===== src/rtl/sub_16_bit_pipe.sv =====
// Two-stage pipelined subtractor D = A - B - B_in with valid/ready handshake.
// Define SUB_OVF_EN to register a signed-overflow flag on V; otherwise V is tied to 0.
module sub_16_bit_pipe #(
  parameter int unsigned WIDTH = 16
) (
  input  logic             clk,
  input  logic             rst_n,
  input  logic [WIDTH-1:0] A,
  input  logic [WIDTH-1:0] B,
  input  logic             B_in,
  input  logic             in_valid,
  output logic             in_ready,
  output logic [WIDTH-1:0] D,
  output logic             B_out,
  output logic             V,
  output logic             out_valid,
  input  logic             out_ready
);

  localparam int unsigned HALF = WIDTH / 2;

  logic            s1_valid_q;
  logic [HALF-1:0] lo_q;
  logic            b1_q;
  logic [HALF-1:0] a_hi_q;
  logic [HALF-1:0] b_hi_q;

  logic [WIDTH-1:0] d_q;
  logic             b_out_q;
  logic             out_valid_q;

  logic            s2_load;
  logic            in_fire;
  logic [HALF:0]   lo_diff;
  logic [HALF:0]   hi_diff;

  assign s2_load  = !out_valid_q || out_ready;
  assign in_ready = !s1_valid_q || s2_load;
  assign in_fire  = in_valid && in_ready;

  // Extra top bit of each difference is the borrow out of that half.
  assign lo_diff = {1'b0, A[HALF-1:0]} - {1'b0, B[HALF-1:0]} - {{HALF{1'b0}}, B_in};
  assign hi_diff = {1'b0, a_hi_q} - {1'b0, b_hi_q} - {{HALF{1'b0}}, b1_q};

  always_ff @(posedge clk or negedge rst_n) begin
    if (!rst_n) begin
      s1_valid_q <= 1'b0;
      lo_q       <= '0;
      b1_q       <= 1'b0;
      a_hi_q     <= '0;
      b_hi_q     <= '0;
    end else if (in_fire) begin
      s1_valid_q <= 1'b1;
      lo_q       <= lo_diff[HALF-1:0];
      b1_q       <= lo_diff[HALF];
      a_hi_q     <= A[WIDTH-1:HALF];
      b_hi_q     <= B[WIDTH-1:HALF];
    end else if (s2_load) begin
      s1_valid_q <= 1'b0;
    end
  end

  // Result registers only move on a stage-2 load, so they hold under backpressure.
  always_ff @(posedge clk or negedge rst_n) begin
    if (!rst_n) begin
      out_valid_q <= 1'b0;
      d_q         <= '0;
      b_out_q     <= 1'b0;
    end else if (s2_load) begin
      out_valid_q <= s1_valid_q;
      if (s1_valid_q) begin
        d_q     <= {hi_diff[HALF-1:0], lo_q};
        b_out_q <= hi_diff[HALF];
      end
    end
  end

`ifdef SUB_OVF_EN
  logic v_q;

  always_ff @(posedge clk or negedge rst_n) begin
    if (!rst_n) begin
      v_q <= 1'b0;
    end else if (s2_load && s1_valid_q) begin
      v_q <= (a_hi_q[HALF-1] != b_hi_q[HALF-1]) && (hi_diff[HALF-1] != a_hi_q[HALF-1]);
    end
  end

  assign V = v_q;
`else
  assign V = 1'b0;
`endif

  assign D         = d_q;
  assign B_out     = b_out_q;
  assign out_valid = out_valid_q;

endmodule

===== config.mk =====
export PLATFORM = sky130hd
export DESIGN_NAME = sub_16_bit_pipe
export DESIGN_NICKNAME = d
export VERILOG_FILES = /design/src/rtl/sub_16_bit_pipe.sv
export SDC_FILE = /design/constraint.sdc
export NUM_CORES = 1
export LEC_CHECK = 0
export CAP_MARGIN = 25
export CORE_UTILIZATION = 45
export DETAILED_ROUTE_END_ITERATION = 10
export PLACE_DENSITY_LB_ADDON = 0.15
export SKIP_LAST_GASP = 1
export SLEW_MARGIN = 15
export SYNTH_ARGS = -nofsm -noshare
export SYNTH_HDL_FRONTEND = slang
export SYNTH_SLANG_ARGS = --single-unit

===== constraint.sdc =====
create_clock -name clk -period 3.9 [get_ports clk]
set_input_delay 0.585 -clock clk [delete_from_list [all_inputs] [get_ports clk]]
set_output_delay 0.585 -clock clk [all_outputs]
set_load 0.01 [all_outputs]

==> summary.md <==
| Metric | Value |
|---|---|
| CTS tree | `done` |
| Worst Path Arrival | `2.63 ns` |
| Detailed-placement wirelength estimate | `3570 um` |
| Hold violation total from the final report | `0` |
| Die area | `0.00611 mm^2` |
| Status | `complete, no violations` |
| Synth Flop Type | `dfrtp_1` |
| Final Wtd Congestion | `0.815` |
| WL per Instance | `11.4 um` |
| Largest net degree at the start of global routing | `45` |
| Slew @ Worst Pin | `0.763 ns` |
| Syn Inst Count | `261` |
| Antenna viol nets, final | `0` |
| Port bufs | `55` |
| Most instantiated cells after synthesis | `inv_1 (48), dfrtp_1 (44), ha_1 (28)` |
| Crit path kind | `input pin to register` |
| Vias per Instance | `4.81` |
| Initial DRC count | `79` |
| Crit path required time | `4.06 ns` |
| Layout cell share with drive strength beyond 1 | `11.8%` |
| DRC errors left | `0` |
| Max-Cap Viols | `0` |
| Synth warn | `0` |
| Net count, final | `389` |
| Initial antenna violation count | `0` |
| Initial Utilization | `47.1%` |
| Die Y | `78.2 um` |
| RSZ-0062 raised after global routing | `false` |
| First drt pass iteration count | `4` |
| Sequential cell area fraction in the yosys report | `42.2%` |
| Total GRT Usage | `16.1%` |
| DR vias | `1889` |
| Minimum clock period | `2.47 ns` |
| Setup_tns | `0 ns` |
| N_diodes | `0` |
| Rel. slew slack | `49.0%` |
| GRT overflow | `0` |
| Clk_lat worst skew | `0.29 ns` |
| Syn nets | `330` |
| Post-synth top area cell | `dfrtp_1` |
| CORE AREA | `0.00554 mm^2` |
| H-tree depth | `2` |
| Layout area overhead | `28.3%` |
| Register bit total from synthesis | `44` |
| Num CTS Buffers | `5` |
| CP endpoint kind | `register` |
| # setup viols final | `0` |
| Cell variety after synth | `34` |
| Final core occ | `60.5%` |
| FP Rows | `27` |
| Asr flop ratio synth | `100%` |
| Pwr dens | `500 mW/mm^2` |
| Layout Skew | `0.00378 ns` |
| First-pass GRT wire length | `7880 um` |
| Die width | `78.2 um` |
| Post-CTS Hold Fix Bufs | `0` |
| Fmax | `405 MHz` |
| Synth Area per Inst | `10.0 um^2` |
| Post-Route WL | `4460 um` |
| Ranking of synthesized cells by area | `dfrtp_1 (42%), ha_1 (13%), mux2_2 (10%)` |
| I/O Pins | `57` |
| CTS resizes | `0` |
| Worst-path clk slew | `0.08 ns` |
| Post-Syn Area | `0.00261 mm^2` |
| Clk root buf | `clkbuf_8` |
| EDFF count, synth | `0` |
| CP Launch Type | `input pin` |
| Vias in the first global route | `1850` |
| CTS Sinks | `44` |
| Total setup buffers inserted after CTS | `0` |
| Peak supply drop | `0.000263 V` |
| Max-slew violation count | `0` |
| Worst min path class | `input pin to asynchronous set/reset pin` |
| Top-area cell type share of the netlist area | `42.2%` |
| Crit-path max FO | `2` |
| Period utilisation layout | `63.3%` |
| Top-count cell post-synth | `inv_1` |
| CTS Buffer Depth | `2` |
| Leak pwr | `1.61 nW` |
==> sequential cells by signal (all words and copies together) (netlist names) <==
| name | cells |
|---|---|
| a_hi_q | 8 |
| s1_valid_q | 1 |
| lo_q | 8 |
| B_out | 1 |
| b1_q | 1 |
| out_valid | 1 |
| D | 16 |
| b_hi_q | 8 |
==> power by group <==
part	switching, mW	internal, mW	leakage, nW
Clock	0.150	0.144	0.0445
Sequential	0.0693	0.581	0.527
Combinational	0.332	0.398	1.04
Total	0.551	1.12	1.61
==> routing by layer <==
metal | wire [um] | up-vias | track usage, %
met5 | 0 | - | 0
met4 | 58 | 0 | 5.37
met3 | 171 | 5 | 2.67
met2 | 2240 | 40 | 28.6
met1 | 1990 | 883 | 19.7
li1 | - | 961 | -
==> cell usage in the layout (no fill, tap or decap), types with 2 or more instances in the layout <==
cell type | netlist | routed
a21oi_1 | 6 | 6
and2_1 | 4 | 4
and3_1 | 2 | 2
clkbuf_8 | 0 | 6
clkdlybuf4s50_1 | 0 | 54
dfrtp_1 | 44 | 44
fa_1 | 4 | 4
ha_1 | 28 | 28
inv_1 | 48 | 48
mux2_2 | 24 | 24
nand2_1 | 27 | 27
nand2b_1 | 3 | 3
nand3_1 | 2 | 2
nor2_1 | 7 | 7
nor3_1 | 4 | 4
o211ai_1 | 3 | 3
o21a_1 | 2 | 2
o21ai_0 | 22 | 22
xnor2_1 | 7 | 7
xor2_1 | 5 | 5
==> final timing paths <==
path | start | end | slack (ns) | cells after the start
worst max-delay path | B[0] | lo_q[7]$_DFFE_PN0P_ | 1.43 | 10
worst min-delay path | rst_n | out_valid$_DFFE_PN0P_ | 0.18 | 1
worst max register to register | b1_q$_DFFE_PN0P_ | D[15]$_DFFE_PN0P_ | 1.61 | 8
worst min register to register | lo_q[2]$_DFFE_PN0P_ | lo_q[2]$_DFFE_PN0P_ | 0.48 | 2
max in group asynchronous | rst_n | b_hi_q[1]$_DFFE_PN0P_ | 3.25 | 2
min in group clk | lo_q[2]$_DFFE_PN0P_ | lo_q[2]$_DFFE_PN0P_ | 0.48 | 2
==> metrics by stage <==
stage	setup WS (ns)	total power [mW]	area, um^2	std cells	hold slack, ns
6_report	1.43	1.67	3350	393	0.184
5_1_grt	1.26	1.81	3350	393	0.208
4_1_cts	1.42	1.70	3330	392	0.475
3_5_place_dp	1.11	1.40	3240	384	0.468
3_3_place_gp	1.12	1.37	3220	383	0.459
2_1_floorplan	1.71	1.09	2610	261	0.289
==> kinds of logic after synthesis <==
| family | count (synthesis) | share of synthesized area [%] |
|---|---|---|
| simple gates | 54 | 9.58 |
| buf+inv | 54 | 8.19 |
| flops | 44 | 42.2 |
| compound gates | 40 | 9.06 |
| fa+ha+maj | 32 | 16.5 |
| mux | 24 | 10.3 |
| xor+xnor | 12 | 4.02 |
| other cells | 1 | 0.144 |
==> critical path, stage by stage <==
cell and delay, ns:
clkdlybuf4s50_1 0.45, inv_1 0.05, fa_1 0.53, inv_1 0.05, ha_1 0.18, o211ai_1 0.21, o211ai_1 0.13, a31oi_1 0.20
xor2_1 0.15, o21ai_0 0.08
==> layout make-up <==
cell class	instances	area (um^2)
fillers	516	2190
inverters	48	180
repair buffers	58	588
well taps	72	90.1
clock inverters	1	7.51
clock buffers	7	86.3
flip-flops and latches	44	1100
multi-input cells	163	1300
No activity file was read; power rests on OpenSTA's default activity.
